$ cat config.mk
export PLATFORM = sky130hd
export DESIGN_NAME = mem_port_arbiter
export DESIGN_NICKNAME = d
export VERILOG_FILES = /design/src/rtl/mem_port_arbiter.sv
export SDC_FILE = /design/constraint.sdc
export NUM_CORES = 1
export LEC_CHECK = 0
export CAP_MARGIN = 20
export CORE_AREA = 3 3 201 203
export CTS_CLUSTER_SIZE = 12
export DETAILED_ROUTE_END_ITERATION = 6
export DIE_AREA = 0 0 204 206
export PLACE_DENSITY_LB_ADDON = 0.05
export SLEW_MARGIN = 20
export SYNTH_ARGS = -nofsm -noshare
export SYNTH_HDL_FRONTEND = slang
export SYNTH_SLANG_ARGS = --single-unit
$ cat constraint.sdc
create_clock -name i_clk -period 2.45 [get_ports i_clk]
set_input_delay 0.49 -clock i_clk [delete_from_list [all_inputs] [get_ports i_clk]]
set_output_delay 0.49 -clock i_clk [all_outputs]
set_load 0.05 [all_outputs]
$ cat src/rtl/mem_port_arbiter.sv
// mem_port_arbiter
//
// Shares one memory bus port between the fetch stage (instruction reads) and
// the memory stage (loads/stores). Grants one requester in IDLE, latches its
// request into the bus registers, runs a valid/ready handshake, waits for the
// bus response and returns it to the owner as a one-cycle rvalid pulse.
// Only one transaction is ever outstanding.
//
// Ports:
//   i_clk, i_arst                 clock, synchronous active-high reset
//   i_if_req/addr/kill            fetch request, address, pipeline redirect
//   o_if_gnt/rvalid/rdata         fetch grant (combinational), response
//   i_dm_req/we/addr/wdata        data request
//   o_dm_gnt/rvalid/rdata         data grant (combinational), response
//   o_bus_valid/addr/we/wdata     bus request, i_bus_ready accepts it
//   i_bus_rvalid/rdata            bus response
//   o_busy, o_owner               FSM not idle, current owner (1 = data)
//
// Configuration macro: MEM_ARB_FAIR_EN
//   defined   - after MAX_D_GRANTS consecutive data grants made while fetch
//               waits, fetch wins the next simultaneous request
//   undefined - strict data priority, no counter

module mem_port_arbiter #(
    parameter int unsigned ADDR_WIDTH   = 64,
    parameter int unsigned DATA_WIDTH   = 64,
    parameter int unsigned MAX_D_GRANTS = 4
) (
    input  logic                  i_clk,
    input  logic                  i_arst,
    input  logic                  i_if_req,
    input  logic [ADDR_WIDTH-1:0] i_if_addr,
    input  logic                  i_if_kill,
    output logic                  o_if_gnt,
    output logic                  o_if_rvalid,
    output logic [DATA_WIDTH-1:0] o_if_rdata,
    input  logic                  i_dm_req,
    input  logic                  i_dm_we,
    input  logic [ADDR_WIDTH-1:0] i_dm_addr,
    input  logic [DATA_WIDTH-1:0] i_dm_wdata,
    output logic                  o_dm_gnt,
    output logic                  o_dm_rvalid,
    output logic [DATA_WIDTH-1:0] o_dm_rdata,
    output logic                  o_bus_valid,
    input  logic                  i_bus_ready,
    output logic [ADDR_WIDTH-1:0] o_bus_addr,
    output logic                  o_bus_we,
    output logic [DATA_WIDTH-1:0] o_bus_wdata,
    input  logic                  i_bus_rvalid,
    input  logic [DATA_WIDTH-1:0] i_bus_rdata,
    output logic                  o_busy,
    output logic                  o_owner
);

    localparam logic [1:0] StIdle  = 2'd0;
    localparam logic [1:0] StIssue = 2'd1;
    localparam logic [1:0] StWait  = 2'd2;
    localparam logic [1:0] StResp  = 2'd3;

    if (MAX_D_GRANTS == 0) begin : g_bad_max_d_grants
        $error("mem_port_arbiter: MAX_D_GRANTS must be at least 1");
    end

    logic [1:0]            state_q, state_d;
    logic                  bus_valid_q, bus_valid_d;
    logic [ADDR_WIDTH-1:0] bus_addr_q, bus_addr_d;
    logic                  bus_we_q, bus_we_d;
    logic [DATA_WIDTH-1:0] bus_wdata_q, bus_wdata_d;
    logic                  owner_q, owner_d;
    logic                  killed_q, killed_d;
    logic                  if_rvalid_q, if_rvalid_d;
    logic                  dm_rvalid_q, dm_rvalid_d;
    logic [DATA_WIDTH-1:0] if_rdata_q, if_rdata_d;
    logic [DATA_WIDTH-1:0] dm_rdata_q, dm_rdata_d;

    logic in_idle;
    logic fetch_wins;
    logic dm_gnt;
    logic if_gnt;

    assign in_idle = (state_q == StIdle);

`ifdef MEM_ARB_FAIR_EN
    localparam int unsigned CntW = $clog2(MAX_D_GRANTS + 1);
    localparam logic [CntW-1:0] CntMax = CntW'(MAX_D_GRANTS);

    logic [CntW-1:0] fair_cnt_q, fair_cnt_d;

    // Fetch only overrides data priority once it has been starved long enough.
    assign fetch_wins = i_if_req & i_dm_req & (fair_cnt_q == CntMax);

    always_comb begin
        fair_cnt_d = fair_cnt_q;
        if (if_gnt) begin
            fair_cnt_d = '0;
        end else if (dm_gnt && i_if_req && (fair_cnt_q != CntMax)) begin
            fair_cnt_d = fair_cnt_q + 1'b1;
        end
    end

    always_ff @(posedge i_clk) begin
        if (i_arst) begin
            fair_cnt_q <= '0;
        end else begin
            fair_cnt_q <= fair_cnt_d;
        end
    end
`else
    assign fetch_wins = 1'b0;
`endif

    assign dm_gnt = in_idle & i_dm_req & ~fetch_wins;
    assign if_gnt = in_idle & i_if_req & ~dm_gnt;

    always_comb begin
        state_d     = state_q;
        bus_valid_d = bus_valid_q;
        bus_addr_d  = bus_addr_q;
        bus_we_d    = bus_we_q;
        bus_wdata_d = bus_wdata_q;
        owner_d     = owner_q;
        killed_d    = killed_q;
        if_rdata_d  = if_rdata_q;
        dm_rdata_d  = dm_rdata_q;
        if_rvalid_d = 1'b0;
        dm_rvalid_d = 1'b0;

        case (state_q)
            StIdle: begin
                if (dm_gnt || if_gnt) begin
                    state_d     = StIssue;
                    bus_valid_d = 1'b1;
                    owner_d     = dm_gnt;
                    bus_addr_d  = dm_gnt ? i_dm_addr : i_if_addr;
                    bus_we_d    = dm_gnt & i_dm_we;
                    bus_wdata_d = dm_gnt ? i_dm_wdata : '0;
                end
            end
            StIssue: begin
                if (!owner_q && i_if_kill) begin
                    killed_d = 1'b1;
                end
                // A response here would violate the protocol; it is dropped.
                if (i_bus_ready) begin
                    bus_valid_d = 1'b0;
                    state_d     = StWait;
                end
            end
            StWait: begin
                if (!owner_q && i_if_kill) begin
                    killed_d = 1'b1;
                end
                if (i_bus_rvalid) begin
                    state_d = StResp;
                    if (owner_q) begin
                        dm_rdata_d  = i_bus_rdata;
                        dm_rvalid_d = 1'b1;
                    end else begin
                        if_rdata_d  = i_bus_rdata;
                        if_rvalid_d = ~(killed_q | i_if_kill);
                    end
                end
            end
            StResp: begin
                state_d  = StIdle;
                killed_d = 1'b0;
            end
            default: begin
                state_d = StIdle;
            end
        endcase
    end

    always_ff @(posedge i_clk) begin
        if (i_arst) begin
            state_q     <= StIdle;
            bus_valid_q <= 1'b0;
            bus_addr_q  <= '0;
            bus_we_q    <= 1'b0;
            bus_wdata_q <= '0;
            owner_q     <= 1'b0;
            killed_q    <= 1'b0;
            if_rvalid_q <= 1'b0;
            dm_rvalid_q <= 1'b0;
            if_rdata_q  <= '0;
            dm_rdata_q  <= '0;
        end else begin
            state_q     <= state_d;
            bus_valid_q <= bus_valid_d;
            bus_addr_q  <= bus_addr_d;
            bus_we_q    <= bus_we_d;
            bus_wdata_q <= bus_wdata_d;
            owner_q     <= owner_d;
            killed_q    <= killed_d;
            if_rvalid_q <= if_rvalid_d;
            dm_rvalid_q <= dm_rvalid_d;
            if_rdata_q  <= if_rdata_d;
            dm_rdata_q  <= dm_rdata_d;
        end
    end

    assign o_if_gnt    = if_gnt;
    assign o_dm_gnt    = dm_gnt;
    // A redirect arriving in the response cycle itself still cancels the pulse.
    assign o_if_rvalid = if_rvalid_q & ~i_if_kill;
    assign o_if_rdata  = if_rdata_q;
    assign o_dm_rvalid = dm_rvalid_q;
    assign o_dm_rdata  = dm_rdata_q;
    assign o_bus_valid = bus_valid_q;
    assign o_bus_addr  = bus_addr_q;
    assign o_bus_we    = bus_we_q;
    assign o_bus_wdata = bus_wdata_q;
    assign o_busy      = ~in_idle;
    assign o_owner     = owner_q;

endmodule
==> results of run 1 <==
-- area by class of cell --
class                           instances  area (sq um)  share of cell area
Antenna cell                            7          17.5             0.00106
Clock buffer                           51          1030              0.0623
Clock inverter                          6          35.0             0.00212
Inverter                                5          21.3             0.00129
Multi-Input combinational cell        808          3830               0.232
Sequential cell                       264          5290               0.320
Tap cell                              518           648              0.0392
Timing Repair Buffer                  553          5660               0.342
-- registers in the layout (all words and copies together), names as in the netlist --
signal and count:
o_if_rdata 64, o_bus_wdata 64, state_q 2, o_bus_valid 1, o_dm_rvalid 1, o_owner 1, o_bus_we 1, killed_q 1
o_dm_rdata 64, o_bus_addr 64, if_rvalid_q 1
-- through the flow --
stage	area, sq um	cells
3_3_place_gp	15400	2148
6_report	16500	2212
3_5_place_dp	15400	2148
2_1_floorplan	9570	1176
4_1_cts	16500	2205
5_1_grt	16500	2209
-- synth_stat cells (all sizes together) (2+ instances only) --
cell type	count
nand2	323
dfxtp	264
nand2b	4
nor4	2
ha	5
a22oi	65
buf	62
inv	5
nor2b	3
clkbuf	37
a21oi	258
o21a	2
nor2	69
o21ai	66
-- metal layers --
layer | up-vias | GRT usage | wire length, um
met5 | - | 0 | 27
met4 | 4 | 0.0730 | 1100
met3 | 57 | 0.0777 | 4160
met2 | 364 | 0.328 | 20800
met1 | 4692 | 0.222 | 16700
li1 | 4935 | - | -
-- report_power, final --
part           internal [uW]  switching [uW]
Sequential              4990             356
Clock                   2890            1910
Combinational           2470            4870
Total                  10400            7130
-- cell families (layout without fill, tap and decap cells) --
group	count (synthesis)	after routing
AO/OA/AOI/OAI	395	395
adder cells (fa/ha/maj)	5	5
buffers and inverters	104	615
flip-flops	264	264
multiplexers	1	1
other	0	7
AND/OR/NAND/NOR	407	407
-- worst max path at each step --
| stage | startpoint | endpoint | slack, ns | cells past startpoint |
|---|---|---|---|---|
| finish | o_bus_wdata[54] | o_bus_wdata[54] | 0.17 | 1 |
| global route | state_q[0] | o_if_gnt | 0.06 | 5 |
| CTS | state_q[0] | o_if_gnt | 0.04 | 5 |
| detailed placement | i_dm_req | o_bus_wdata[55] | 0.30 | 6 |
| global placement | i_dm_req | o_bus_wdata[9] | 0.32 | 6 |
| floorplan | state_q[0] | o_if_gnt | 0.56 | 4 |
-- cells in the final DEF (no fill, tap or decap), types with 2 or more instances in the layout --
cell type and n:
dfxtp_1 264, clkbuf_16 37, buf_12 16, clkbuf_8 5
clkinv_2 4, a22oi_1 65, nor4_1 2, nand2b_1 4
o21ai_0 55, clkdlybuf4s50_1 520, nor2b_1 3, clkbuf_1 9
clkinvlp_4 2, diode_2 7, nand2_1 322, buf_4 16
ha_1 4, a21oi_1 258, inv_1 3, nor2_1 69
o21ai_1 10
==> flow_summary.yaml, run 1 <==
placement:
  dp_hpwl_um: 30300
  dpl_worst_slack_ns: 0.303
  globalplace.congestion: 0.792
  portBuffers: 527
cts:
  clk_latency_ns: 0.53
  cts_buffer_depth: 3
  root_buffer: "clkbuf_16"
  hold_buffers: 0
  numCtsBuffers: 34
  h-tree-depth: 2
  cts_resized: 0
  clock-sinks: 264
  post_cts_buffers: 0
  path_clk_slew_ns: 0.06
  cts_tree: "done"
synth:
  synth.cell_area_sq_um: 9570
  netlist_instances: 1176
  synth.area.mux_share: 0.00105
  synth_top_family_by_area: "compound AO/OA/AOI/OAI gates"
  synth_xor_xnor_area_share: 0
  ys.flop_type: "dfxtp_1"
  yosysSeqAreaShare: 0.552
  synth-adder-area-share: 0.00654
  syn_avg_cell_area_sq_um: 8.14
  synth_warnings: 0
  synth_edf_count: 0
  synth_simple_gate_area_share: 0.165
  synthTopCellsByArea: "dfxtp_1, a21oi_1, nand2_1"
  synth_compound_area_frac: 0.225
  yosysTopAreaCell: "dfxtp_1"
  synth_top_area_frac: 0.552
  synth_cell_types: 31
  synth.net_count: 1445
  async_reset_ff_frac: 0
  yosys_register_bits: 264
sta:
  rsz0062_at_grt: "false"
  worst_slew_pin_slew_ns: 0.639
  slew_viol_final: 0
  fin_skew_ns: 0.0267
  finalCriticalPeriod_ns: 2.28
  fin_crit_sh: 0.930
  finalWorstSetupSlack_ns: 0.172
  holdWs_ns: 0.339
  setup_viol: 0
  hold_viol_final: 0
  max_freq_mhz: 439
  tns_ns: 0
  slew_headroom: 0.573
setup_path:
  crit_required_ns: 1.96
  worstSetupEndpointType: "primary output"
  reg2reg_depth: 5
  cp_top_family: "buffers and inverters"
  rr_startpoint: "state_q[0]"
  crit_path_top_delay_cell: "clkdlybuf4s50_1"
  r2r-end: "state_q[0]"
  worst-path-max-fanout: 2
  path_cells: "clkdlybuf4s50_1"
  criticalPathCategory: "reg2out"
  start_kind: "flip-flop"
  cp_num_buf_inv: 1
  arrival_ns: 1.79
  rrSetupSlack_ns: 0.73
  max_stage_delay_ns: 0.91
power:
  power_leakage_uw: 0.00592
  p_total_uw: 17500
  ir_drop_uv: 676
  power_density_nw_per_um2: 1060
min_path:
  holdPathStages: 2
  min_path_type: "in2reg"
  min_from: "i_arst"
  hold-path-endpoint: "o_owner"
floorplanning:
  die_y_um: 206
  die_x_um: 204
  pin_count: 528
  rows: 72
  core_sq_um: 38600
  dieArea_sq_um: 42000
  initial_core_util: 0.248
route:
  drtIter0Drc: 417
  totalWireLength_um: 42800
  first_pass_iters: 5
  drcViolationCount: 0
  via_per_inst: 4.54
  dr_total_vias: 10100
  wl_per_cell_um: 19.4
  antenna_left: 0
global_routing:
  grt_max_degree: 105
  first_global_vias: 9976
  grt_overflow: 0
  grt_first_pass_wirelength_um: 62700
  track_usage: 0.194
  grt_antenna_before_repair: 8
final_layout:
  nNetsFinal: 1935
  finish.utilization: 0.427
  syn_to_final_growth_pct: 72.7
  drive_gt1_frac: 0.0533
  n_fill_cell: 3908
flow_run:
  max-cap-violations: 0
outcome:
  status: "finished clean"
Power figures use the tool's default switching activity.
==> run 2, diff against run 1 <==
--- a/config.mk
+++ b/config.mk
@@ -11,6 +11,7 @@
 export DETAILED_ROUTE_END_ITERATION = 6
 export DIE_AREA = 0 0 204 206
 export PLACE_DENSITY_LB_ADDON = 0.05
+export REMOVE_ABC_BUFFERS = 1
 export SLEW_MARGIN = 20
 export SYNTH_ARGS = -nofsm -noshare
 export SYNTH_HDL_FRONTEND = slang
==> flow_summary.yaml, run 2 (synthesis results as in run 1) <==
sta:
  fin_crit_sh: 0.953
  fin_skew_ns: 0.0161
  rsz0062_at_grt: "false"
  slew_headroom: 0.481
  worst_slew_pin_slew_ns: 0.779
  finalCriticalPeriod_ns: 2.33
  slew_viol_final: 0
  setup_viol: 0
  hold_viol_final: 0
  finalWorstSetupSlack_ns: 0.116
  tns_ns: 0
  max_freq_mhz: 428
  holdWs_ns: 0.202
setup_path:
  reg2reg_depth: 6
  max_stage_delay_ns: 0.94
  cp_top_family: "buffers and inverters"
  rrSetupSlack_ns: 0.59
  path_cells: "clkdlybuf4s50_1"
  worstSetupEndpointType: "primary output"
  cp_num_buf_inv: 1
  crit_path_top_delay_cell: "clkdlybuf4s50_1"
  arrival_ns: 1.84
  start_kind: "flip-flop"
  rr_startpoint: "state_q[0]"
  crit_required_ns: 1.96
  r2r-end: "o_bus_addr[15]"
  worst-path-max-fanout: 2
  criticalPathCategory: "reg2out"
min_path:
  holdPathStages: 2
  min_path_type: "in2reg"
  hold-path-endpoint: "o_dm_rdata[7]"
  min_from: "i_arst"
global_routing:
  grt_antenna_before_repair: 8
  track_usage: 0.192
  grt_max_degree: 68
  grt_overflow: 0
  grt_first_pass_wirelength_um: 62700
  first_global_vias: 10000
floorplanning:
  pin_count: 528
  dieArea_sq_um: 42000
  core_sq_um: 38600
  die_y_um: 206
  rows: 72
  initial_core_util: 0.248
  die_x_um: 204
route:
  totalWireLength_um: 43100
  first_pass_iters: 6
  wl_per_cell_um: 19.6
  antenna_left: 0
  drcViolationCount: 0
  via_per_inst: 4.54
  drtIter0Drc: 422
  dr_total_vias: 10000
cts:
  clock-sinks: 264
  clk_latency_ns: 0.57
  root_buffer: "clkbuf_16"
  path_clk_slew_ns: 0.06
  hold_buffers: 0
  cts_tree: "done"
  h-tree-depth: 1
  numCtsBuffers: 31
  cts_buffer_depth: 3
placement:
  dpl_worst_slack_ns: 0.230
  globalplace.congestion: 0.757
  dp_hpwl_um: 30500
  portBuffers: 527
final_layout:
  drive_gt1_frac: 0.0499
  n_fill_cell: 3912
  nNetsFinal: 1930
  mostFrequentLayoutCell: "clkdlybuf4s50_1"
  multi_input_area_sq_um: 3830
  final_cell_mix: "clkdlybuf4s50_1, nand2_1, dfxtp_1, a21oi_1, nor2_1"
  syn_to_final_growth_pct: 71.9
  seqCellArea_sq_um: 5290
power:
  combinationalPowerShare: 0.433
  pwr-share-clk: 0.257
  p_sw_uw: 7110
  power_leakage_uw: 0.00590
  power_frac_seq: 0.309
  swShare: 0.411
  internal-power_uw: 10200
  ir_drop_uv: 674
  power_density_nw_per_um2: 1050
outcome:
  status: "finished clean"
flow_run:
  max-cap-violations: 0
-- run 2: how the worst max path moves through the flow --
stage                         startpoint             end  cells after the start  slack (ns)
after global routing          state_q[0]        o_dm_gnt                      5        0.01
after floorplan                 i_if_req  o_bus_wdata[0]                      3       -2.65
after detailed placement        i_dm_req  o_bus_addr[46]                      5        0.23
final                     o_bus_wdata[6]  o_bus_wdata[6]                      1        0.12
after global placement          i_dm_req  o_bus_addr[19]                      5        0.25
after CTS                        o_owner         o_owner                      1        0.02
-- run 2: layout make-up --
class	count	share of cell area
multi-input cells	808	0.233
flip-flops and latches	264	0.321
clock inverters	8	0.00418
repair buffers	551	0.346
clock buffers	46	0.0548
well taps	518	0.0394
inverters	5	0.00129
diodes	4	0.000609
-- run 2: repair_timing --
item                                    4_1_cts  5_1_grt
setup buffers                                 0        0
resized for setup                             1        1
endpoints found under the setup margin        1        1
endpoints found under the hold margin         0        0
-- run 2: stage by stage --
step	utilization	total power (uW)	std cells	area, sq um
after floorplan	-	9580	1077	9110
after global placement	0.400	13000	2146	15500
after detailed placement	0.400	13000	2146	15500
after CTS	0.425	17600	2200	16400
after global routing	0.425	18200	2201	16400
final	0.426	17300	2204	16400
-- run 2: power by group through the flow --
stage | Combinational (uW) | Sequential, uW | Clock (uW)
after floorplan | 1990 | 7590 | 0
after global placement | 7570 | 5420 | 0
after detailed placement | 7560 | 5420 | 0
after CTS | 7600 | 5350 | 4630
after global routing | 7970 | 5430 | 4780
final | 7490 | 5350 | 4450
-- run 2: layer usage --
layer / vias to the layer above / wire length [um] / track usage
li1: 4931 / - / -
met2: 346 / 20600 / 0.332
met3: 48 / 4400 / 0.0816
met5: - / 83 / 0
met1: 4678 / 17200 / 0.222
met4: 10 / 794 / 0.0460
==> run 3, diff against run 2 <==
--- a/config.mk
+++ b/config.mk
@@ -12,6 +12,7 @@
 export DIE_AREA = 0 0 204 206
 export PLACE_DENSITY_LB_ADDON = 0.05
 export REMOVE_ABC_BUFFERS = 1
+export SETUP_SLACK_MARGIN = 0.15
 export SLEW_MARGIN = 20
 export SYNTH_ARGS = -nofsm -noshare
 export SYNTH_HDL_FRONTEND = slang
==> flow_summary.yaml, run 3 (synthesis results as in run 1) <==
global_routing:
  grt_antenna_before_repair: 8
  first_global_vias: 10000
  grt_util_met2: 0.331
  grt_overflow: 0
  grt_max_degree: 68
  track_usage: 0.192
  grtUsageMet1: 0.221
  top_usage_layer: "met2"
  grt_first_pass_wirelength_um: 62600
  grtUsageMet3: 0.0816
final_layout:
  nNetsFinal: 1930
  mostFrequentLayoutCell: "clkdlybuf4s50_1"
  final_cell_mix: "clkdlybuf4s50_1, nand2_1, dfxtp_1, a21oi_1, nor2_1"
  finish.utilization: 0.427
  drive_gt1_frac: 0.0505
  syn_to_final_growth_pct: 72.5
  fin_area_sq_um: 16500
power:
  ir_drop_uv: 671
  combinationalPowerShare: 0.432
  power_leakage_uw: 0.00650
  power_density_nw_per_um2: 1050
  p_sw_uw: 7110
  internal-power_uw: 10100
  power_frac_seq: 0.310
  pwr-share-clk: 0.258
  swShare: 0.412
floorplanning:
  pin_count: 528
  rows: 72
  dieArea_sq_um: 42000
  die_y_um: 206
  core_sq_um: 38600
  initial_core_util: 0.248
  die_x_um: 204
setup_path:
  rrSetupSlack_ns: 0.61
  worst-path-max-fanout: 2
  path_cells: "clkdlybuf4s50_1"
  crit_path_top_delay_cell: "clkdlybuf4s50_1"
  arrival_ns: 1.75
  start_kind: "flip-flop"
  criticalPathCategory: "reg2out"
  crit_required_ns: 1.96
  cp_num_buf_inv: 1
  worstSetupEndpointType: "primary output"
  cp_top_family: "buffers and inverters"
  max_stage_delay_ns: 0.82
route:
  antenna_left: 0
  dr_total_vias: 10000
  drcViolationCount: 0
  via_per_inst: 4.55
  wl_per_cell_um: 19.6
  totalWireLength_um: 43100
  first_pass_iters: 4
  drtIter0Drc: 388
placement:
  dp_hpwl_um: 30500
  placed_cell_area_sq_um: 15500
  portBuffers: 527
  dpl_worst_slack_ns: 0.230
  globalplace.congestion: 0.757
cts:
  h-tree-depth: 1
  cts_buffer_depth: 3
  clk_latency_ns: 0.57
  numCtsBuffers: 31
  root_buffer: "clkbuf_16"
  path_clk_slew_ns: 0.06
  hold_buffers: 0
  clock-sinks: 264
  cts_tree: "done"
sta:
  worst_slew_pin_slew_ns: 0.773
  hold_viol_final: 0
  holdWs_ns: 0.202
  setup_viol: 0
  finalWorstSetupSlack_ns: 0.206
  finalCriticalPeriod_ns: 2.24
  tns_ns: 0
  slew_headroom: 0.485
  fin_skew_ns: 0.0173
  rsz0062_at_grt: "true"
  fin_crit_sh: 0.916
  slew_viol_final: 0
  max_freq_mhz: 446
flow_run:
  max-cap-violations: 0
min_path:
  min_path_type: "in2reg"
outcome:
  status: "finished clean"
run 3: worst register-to-register path, stage by stage, from the launching register on:
cell and delay (ns):
dfxtp_1 0.39, inv_1 0.12, ha_4 0.21, nand2_2 0.11, buf_4 0.61, nand2_1 0.20, a21oi_1 0.15
run 3: metrics by stage:
stage,cells,power [uW]
2_1_floorplan,1077,9580
3_3_place_gp,2146,13000
3_5_place_dp,2146,13000
4_1_cts,2200,17500
5_1_grt,2201,18100
6_report,2203,17300
run 3: power by group through the flow:
stage	clock network, uW	registers, uW	logic (uW)
floorplan	0	7590	1990
global placement	0	5420	7570
detailed placement	0	5420	7560
CTS	4630	5350	7570
global route	4780	5430	7940
finish	4450	5340	7460
run 3: layout make-up:
type	count	area [sq um]
clock buffers	46	902
clock inverters	8	68.8
diodes	3	7.51
inverters	5	23.8
flip-flops and latches	264	5290
fillers	3920	22100
repair buffers	551	5730
multi-input cells	808	3840
well taps	518	648
run 3: metal layers:
layer / wire (um) / vias to the layer above
li1: - / 4926
met1: 17100 / 4686
met2: 20500 / 347
met3: 4460 / 52
met4: 925 / 10
met5: 83 / -
run 3: timing repair:
item / in CTS / in global routing
pin swaps: 0 / 0
endpoints found under the setup margin: 26 / 33
buffers inserted: 0 / 0
resized for setup: 26 / 33
run 3: path summary, 6_finish.rpt:
| check | start | end | cells after the start |
|---|---|---|---|
| worst min register to register | o_if_rdata[38] | o_if_rdata[38] | 2 |
| worst max-delay path | o_bus_addr[8] | o_bus_addr[8] | 1 |
| worst max register to register | state_q[0] | o_bus_addr[15] | 6 |
| worst min-delay path | i_arst | o_dm_rdata[7] | 2 |
